$ cat src/rtl/lvds_rx_lane_aligner.sv
`default_nettype none
// ============================================================================
// Module      : lvds_rx_lane_aligner
// Description : Per-lane word-alignment controller for the LVDS camera
//               receiver. Trains each lane against its slice of a training
//               word with bitslip pulses, confirms lock over several words,
//               and escalates to a timed PHY reset with a retry budget.
// Revision    : 1.0 - initial release
// ============================================================================
module lvds_rx_lane_aligner #(
  parameter int                           NUM_LANES     = 11,
  parameter int                           DESER         = 8,
  parameter logic [NUM_LANES*DESER-1:0]   CAL_PATTERN   = 88'h005A55FEDCBA9876543210,
  parameter int                           SETTLE_CYCLES = 16,
  parameter int                           LOCK_CONFIRM  = 4,
  parameter int                           MAX_SLIPS     = 32,
  parameter int                           RST_CYCLES    = 8,
  parameter int                           MAX_RETRIES   = 3
) (
  input  logic                         i_rx_sclk,
  input  logic                         rx_drst,
  input  logic                         i_rx_ready,
  input  logic [NUM_LANES*DESER-1:0]   i_rx_data,
  input  logic                         i_recal,
  output logic [NUM_LANES-1:0]         o_align,
  output logic                         o_phy_rst,
  output logic [NUM_LANES-1:0]         o_lane_lock,
  output logic                         o_cal_done,
  output logic                         o_cal_fail,
  output logic [2:0]                   o_state,
  output logic [7:0]                   o_retry_cnt
);

  localparam int c_SETTLE_W = $clog2(SETTLE_CYCLES + 1);
  localparam int c_CONF_W   = $clog2(LOCK_CONFIRM + 1);
  localparam int c_SLIP_W   = $clog2(MAX_SLIPS + 1);
  localparam int c_RST_W    = $clog2(RST_CYCLES + 1);

  localparam logic [c_SETTLE_W-1:0] c_SETTLE_LOAD = c_SETTLE_W'(SETTLE_CYCLES - 1);
  localparam logic [c_CONF_W-1:0]   c_CONF_LAST   = c_CONF_W'(LOCK_CONFIRM - 1);
  localparam logic [c_SLIP_W-1:0]   c_SLIP_MAX    = c_SLIP_W'(MAX_SLIPS);
  localparam logic [c_RST_W-1:0]    c_RST_LOAD    = c_RST_W'(RST_CYCLES - 1);
  localparam logic [7:0]            c_RETRY_MAX   = 8'(MAX_RETRIES);

  typedef enum logic [2:0] {
    S_IDLE   = 3'd0,
    S_SETTLE = 3'd1,
    S_CHECK  = 3'd2,
    S_VERIFY = 3'd3,
    S_DONE   = 3'd4,
    S_PHYRST = 3'd5,
    S_FAILED = 3'd6
  } state_t;

  state_t                  state_q, state_d;
  logic [c_SETTLE_W-1:0]   settle_q, settle_d;
  logic [c_CONF_W-1:0]     confirm_q, confirm_d;
  logic [c_RST_W-1:0]      rst_cnt_q, rst_cnt_d;
  logic [NUM_LANES-1:0]    lock_q, lock_d;
  logic [NUM_LANES-1:0]    align_q, align_d;
  logic [c_SLIP_W-1:0]     slip_q [NUM_LANES];
  logic [c_SLIP_W-1:0]     slip_d [NUM_LANES];
  logic                    phy_rst_q, phy_rst_d;
  logic                    cal_done_q, cal_done_d;
  logic                    cal_fail_q, cal_fail_d;
  logic [7:0]              retry_q, retry_d;

  logic [NUM_LANES-1:0]    w_lane_match;
  logic [NUM_LANES-1:0]    w_lane_zero;
  logic [NUM_LANES-1:0]    w_slip_hit;
  logic                    w_abort;

  // Per-lane slice comparison against the training word.
  for (genvar k = 0; k < NUM_LANES; k++) begin : g_lane
    assign w_lane_match[k] = (i_rx_data[k*DESER +: DESER] == CAL_PATTERN[k*DESER +: DESER]);
    assign w_lane_zero[k]  = ~|i_rx_data[k*DESER +: DESER];
    assign w_slip_hit[k]   = (slip_q[k] == c_SLIP_MAX);
  end

  assign w_abort = ~i_rx_ready | i_recal;

  // Next-state and registered-output logic. The lane compare is evaluated on
  // the edge entering CHECK so that o_align and the lock update are visible
  // while o_state reads CHECK.
  always_comb begin
    state_d    = state_q;
    settle_d   = settle_q;
    confirm_d  = confirm_q;
    rst_cnt_d  = rst_cnt_q;
    lock_d     = lock_q;
    align_d    = '0;
    phy_rst_d  = 1'b0;
    cal_done_d = cal_done_q;
    cal_fail_d = cal_fail_q;
    retry_d    = retry_q;
    for (int k = 0; k < NUM_LANES; k++) begin
      slip_d[k] = slip_q[k];
    end

    case (state_q)
      S_IDLE: begin
        if (i_rx_ready && !i_recal) begin
          state_d  = S_SETTLE;
          settle_d = c_SETTLE_LOAD;
        end
      end

      S_SETTLE: begin
        if (settle_q == '0) begin
          state_d = S_CHECK;
          for (int k = 0; k < NUM_LANES; k++) begin
            if (w_lane_match[k]) begin
              lock_d[k] = 1'b1;
            end else if (lock_q[k]) begin
              lock_d[k] = 1'b0;
            end else if (!w_lane_zero[k]) begin
              align_d[k] = 1'b1;
              if (slip_q[k] != c_SLIP_MAX) begin
                slip_d[k] = slip_q[k] + 1'b1;
              end
            end
          end
        end else begin
          settle_d = settle_q - 1'b1;
        end
      end

      S_CHECK: begin
        if (&lock_q) begin
          state_d   = S_VERIFY;
          confirm_d = '0;
        end else if (|w_slip_hit) begin
          state_d   = S_PHYRST;
          phy_rst_d = 1'b1;
          rst_cnt_d = c_RST_LOAD;
          if (retry_q != 8'hFF) begin
            retry_d = retry_q + 8'd1;
          end
        end else begin
          state_d  = S_SETTLE;
          settle_d = c_SETTLE_LOAD;
        end
      end

      S_VERIFY: begin
        if (&w_lane_match) begin
          if (confirm_q == c_CONF_LAST) begin
            state_d    = S_DONE;
            cal_done_d = 1'b1;
          end else begin
            confirm_d = confirm_q + 1'b1;
          end
        end else begin
          lock_d   = '0;
          state_d  = S_SETTLE;
          settle_d = c_SETTLE_LOAD;
        end
      end

      S_DONE: begin
        // Holds until the global abort below.
      end

      S_PHYRST: begin
        if (rst_cnt_q == '0) begin
          lock_d = '0;
          for (int k = 0; k < NUM_LANES; k++) begin
            slip_d[k] = '0;
          end
          if ((MAX_RETRIES != 0) && (retry_q == c_RETRY_MAX)) begin
            state_d    = S_FAILED;
            cal_fail_d = 1'b1;
          end else begin
            state_d = S_IDLE;
          end
        end else begin
          rst_cnt_d = rst_cnt_q - 1'b1;
          phy_rst_d = 1'b1;
        end
      end

      S_FAILED: begin
        if (i_recal) begin
          retry_d    = '0;
          cal_fail_d = 1'b0;
          state_d    = S_IDLE;
        end
      end

      default: begin
        state_d = S_IDLE;
      end
    endcase

    // Loss of the deserialiser or a recal request restarts training from any
    // state except the PHY reset pulse and the sticky failure.
    if (w_abort && (state_q != S_PHYRST) && (state_q != S_FAILED)) begin
      state_d    = S_IDLE;
      lock_d     = '0;
      align_d    = '0;
      cal_done_d = 1'b0;
      confirm_d  = '0;
      for (int k = 0; k < NUM_LANES; k++) begin
        slip_d[k] = '0;
      end
    end
  end

  // State and output registers with asynchronous reset.
  always_ff @(posedge i_rx_sclk or posedge rx_drst) begin
    if (rx_drst) begin
      state_q    <= S_IDLE;
      settle_q   <= '0;
      confirm_q  <= '0;
      rst_cnt_q  <= '0;
      lock_q     <= '0;
      align_q    <= '0;
      phy_rst_q  <= 1'b0;
      cal_done_q <= 1'b0;
      cal_fail_q <= 1'b0;
      retry_q    <= '0;
      for (int k = 0; k < NUM_LANES; k++) begin
        slip_q[k] <= '0;
      end
    end else begin
      state_q    <= state_d;
      settle_q   <= settle_d;
      confirm_q  <= confirm_d;
      rst_cnt_q  <= rst_cnt_d;
      lock_q     <= lock_d;
      align_q    <= align_d;
      phy_rst_q  <= phy_rst_d;
      cal_done_q <= cal_done_d;
      cal_fail_q <= cal_fail_d;
      retry_q    <= retry_d;
      for (int k = 0; k < NUM_LANES; k++) begin
        slip_q[k] <= slip_d[k];
      end
    end
  end

  assign o_align     = align_q;
  assign o_phy_rst   = phy_rst_q;
  assign o_lane_lock = lock_q;
  assign o_cal_done  = cal_done_q;
  assign o_cal_fail  = cal_fail_q;
  assign o_state     = state_q;
  assign o_retry_cnt = retry_q;

endmodule
`default_nettype wire

$ cat config.mk
export PLATFORM = sky130hd
export DESIGN_NAME = lvds_rx_lane_aligner
export DESIGN_NICKNAME = d
export VERILOG_FILES = /design/src/rtl/lvds_rx_lane_aligner.sv
export SDC_FILE = /design/constraint.sdc
export NUM_CORES = 1
export LEC_CHECK = 0
export CORE_MARGIN = 2
export CORE_UTILIZATION = 57
export CTS_CLUSTER_SIZE = 8
export DETAILED_ROUTE_END_ITERATION = 6
export PLACE_DENSITY = 0.93
export SYNTH_ARGS = -nofsm -noshare
export SYNTH_HDL_FRONTEND = slang
export SYNTH_SLANG_ARGS = --single-unit
$ cat constraint.sdc
create_clock -name i_rx_sclk -period 7.5 [get_ports i_rx_sclk]
set_input_delay 1.875 -clock i_rx_sclk [delete_from_list [all_inputs] [get_ports i_rx_sclk]]
set_output_delay 1.875 -clock i_rx_sclk [all_outputs]
set_load 0.05 [all_outputs]
==> summary.md <==
| Metric | Value |
|---|---|
| Setup repair bufs after CTS | 0 |
| Max_cap viols | 0 |
| Synth Area in XOR/XNOR | 1.96% |
| IO Count | 128 |
| Outcome | finished with violations |
| Worst IR drop on VDD | 0.153 mV |
| Simple-Gate Fraction of Synth Area | 28.4% |
| Initial core utilization | 58.5% |
| Total CTS buffers | 17 |
| Fmax | 222 MHz |
| Violated checks | design-rule violations |
| Crit end category | flop |
| Leak Pwr | 3.66 nW |
| CTS Hold Buffers Added | 0 |
| Die Wd | 112 um |
| Skew-Pair Late Insertion Delay | 0.43 ns |
| Global-route wire length before repair | 30600 um |
| Top_reg_cell synth | dfrtp_1 |
| Max Buffers Root-to-Sink | 2 |
| Pre-CTS setup slack | 2.65 ns |
| Total congestion overflow | 0 |
| Average cell area after synthesis | 9.01 um^2 |
| # setup viols final | 0 |
| Antenna diodes | 0 |
| # rows | 39 |
| Clk root buf | clkbuf_16 |
| CP Max Fanout | 11 |
| Tot GR Track Use | 30.4% |
| Largest family of logic cells by synthesized area | simple AND/OR/NAND/NOR gates |
| Power density cells | 204 mW/mm^2 |
| Final period utilization | 60.2% |
| Yosys reg bits | 114 |
| Final Hold Viols | 0 |
| Final Non-Filler Cells | 1029 |
| Largest net degree at the start of global routing | 71 |
| Vias per inst | 6.31 |
| Hold Path Class | reg -> reg |
| Crit path DAT | 4.82 ns |
| Gpl congestion | 0.931 |
| PostCTS Resize Cnt | 0 |
| Worst setup margin | 2.99 ns |
| H-tree levels | 4 |
| Buffers added on ports | 127 |
| Synthesized cell area | 0.00670 mm^2 |
| Clock period minus worst slack | 4.51 ns |
| 1st-pass router iterations | 7 |
| Slew @ Worst Pin | 1.32 ns |
| Via count | 6494 |
| Post-Route WL | 18600 um |
| DRT iter0 DRCs | 764 |
| Worst relative slew slack | 11.8% |
| Clock transition at path regs | 0.05 ns |
| Seq/Total Area, Yosys | 42.6% |
| DP HPWL | 12700 um |
| TritonCTS clock tree | yes |
| Post-synth ARST share | 100% |
| Setup repair after global routing missed its margin | no |
| Cell total after placement | 997 |
| Die Y | 112 um |
| Post-Syn Nets | 864 |
| Core area | 0.0115 mm^2 |
| Fin. max-slew vios | 0 |
| Sinks on Clock Net | 114 |
| CP required | 7.81 ns |
| Wire length per cell | 18.1 um |
| Clock Skews | 0.00818 ns |
| Syn Inst Count | 744 |
| Worst setup SP type | primary input |
| Adder-cell share of the synthesized area | 5.23% |
| Compound-Gate Fraction of Synth Area | 15.0% |
| Hold Slack | 0.479 ns |
| Area growth syn-to-layout | 31.0% |
| Multiplexer share of the synthesized area | 3.38% |
| Detail Route Antenna Nets | 0 |
| Final Net Count | 993 |
| Number of synthesized flops with an enable pin | 0 |
| Drt drc | 6 |
| Layout cells sized above 1 | 7.45% |
| Count of different cell masters after synthesis | 63 |
| CP Class | in -> reg |
| Vias in the first global route | 6346 |
| Yosys synthesis warning count | 0 |
| Initial antenna violation count | 0 |
| Total Die Area | 0.0126 mm^2 |
| Post-route setup TNS | 0 ns |
per-layer routing:
metal | up-vias | wire length, um | part of all wire, % | GRT usage (%)
met3 | 83 | 1580 | 8.5 | 7.94
li1 | 2967 | - | - | -
met5 | - | 0 | 0 | 0
met4 | 0 | 744 | 4.0 | 15.0
met2 | 364 | 9190 | 49 | 50.8
met1 | 3080 | 7080 | 38 | 36.7
stage by stage:
step / util [%] / instance area [um^2] / power, W
after floorplan: - / 6700 / 0.000764
after global placement: 70.6 / 8090 / 0.000842
after detailed placement: 70.6 / 8090 / 0.000849
after CTS: 76.6 / 8780 / 0.00179
after global routing: 76.6 / 8780 / 0.00184
final: 76.6 / 8780 / 0.00179
worst paths after layout:
check                      slack (ns)  cells after the start     startpoint         endpoint
hold reg to reg                  0.48                      1     slip_q[17]       slip_q[17]
hold / removal                   0.48                      1     slip_q[17]       slip_q[17]
setup reg to reg                 4.35                      4     o_state[2]      o_align[10]
max in group asynchronous        4.39                      3        rx_drst       o_align[8]
min in group asynchronous        1.99                      2        rx_drst       slip_q[29]
setup / recovery                 2.99                      7  i_rx_data[37]  o_lane_lock[10]
layout make-up:
type                       count  area [um^2]
multi-input combinational    573         3620
sequential                   114         2850
fill                         717         2690
timing repair buffer         132         1310
clock buffer                  23          488
clock inverter                 9          199
tap                          143          179
inverter                      35          134
report_power, final:
| part | total (W) | internal, W | switching, W |
|---|---|---|---|
| Clock | 0.000942 | 0.000657 | 0.000285 |
| Sequential | 0.000662 | 0.000635 | 0.0000266 |
| Combinational | 0.000183 | 0.0000818 | 0.000101 |
| Total | 0.00179 | 0.00137 | 0.000413 |
worst max-delay path, stage by stage:
cell	delay, ns
clkdlybuf4s50_1	0.39
or2_1	0.23
nor4_1	0.70
nand3_1	0.28
or3_4	0.49
a21oi_4	0.48
mux2_1	0.37
cell usage in the layout, fill, tap and decap left out, types with 6 or more instances in the layout:
master           synthesis  routed
clkdlybuf4s50_1          0     127
dfrtp_1                114     114
nand2_1                 75      75
nor2_1                  54      54
nand3_1                 48      48
o21ai_1                 47      46
inv_1                   34      33
nor3_1                  29      29
ha_1                    28      28
o21ai_0                 25      25
a21oi_1                 23      23
nor4_1                  22      22
o31ai_1                 22      22
nand2b_1                18      18
clkbuf_16                0      17
nor2b_1                 16      16
or3_1                   16      16
or4_1                   11      11
mux2_4                  10      10
xnor2_1                  9       9
nand4_1                  8       8
a211oi_1                 8       8
and3_1                   7       7
or2_2                    6       6
a21o_1                   6       6
xor2_1                   6       6
bufinv_16                0       6
cell usage after synthesis (7+ instances only):
cell | n | area share (%)
nand2b_1 | 18 | 1.7
a21oi_1 | 23 | 1.7
nor2b_1 | 16 | 1.5
or4_1 | 11 | 1.2
a211oi_1 | 8 | 0.90
nor4_1 | 22 | 2.1
o21ai_1 | 47 | 3.5
o31ai_1 | 22 | 2.5
inv_1 | 34 | 1.9
dfrtp_1 | 114 | 43
nand2_1 | 75 | 4.2
o21ai_0 | 25 | 1.9
clkbuf_1 | 15 | 0.84
nand4_1 | 8 | 0.75
or3_1 | 16 | 1.5
nand3_1 | 48 | 3.6
mux2_4 | 10 | 2.2
ha_1 | 28 | 5.2
xnor2_1 | 9 | 1.2
nor2_1 | 54 | 3.0
nor3_1 | 29 | 2.2
and3_1 | 7 | 0.65
registers in the layout (all words and copies together), names as in the netlist, 3 cells and up:
register and cells:
slip_q 66, o_align 11, o_lane_lock 11, o_retry_cnt 8
settle_q 5, rst_cnt_q 4, confirm_q 3, o_state 3
cell families after synthesis:
logic type | Yosys count
simple gates | 352
compound gates | 161
flops | 114
buf+inv | 57
fa+ha+maj | 28
mux | 17
xor+xnor | 15
Note: power is estimated with default switching activity, not from simulation.
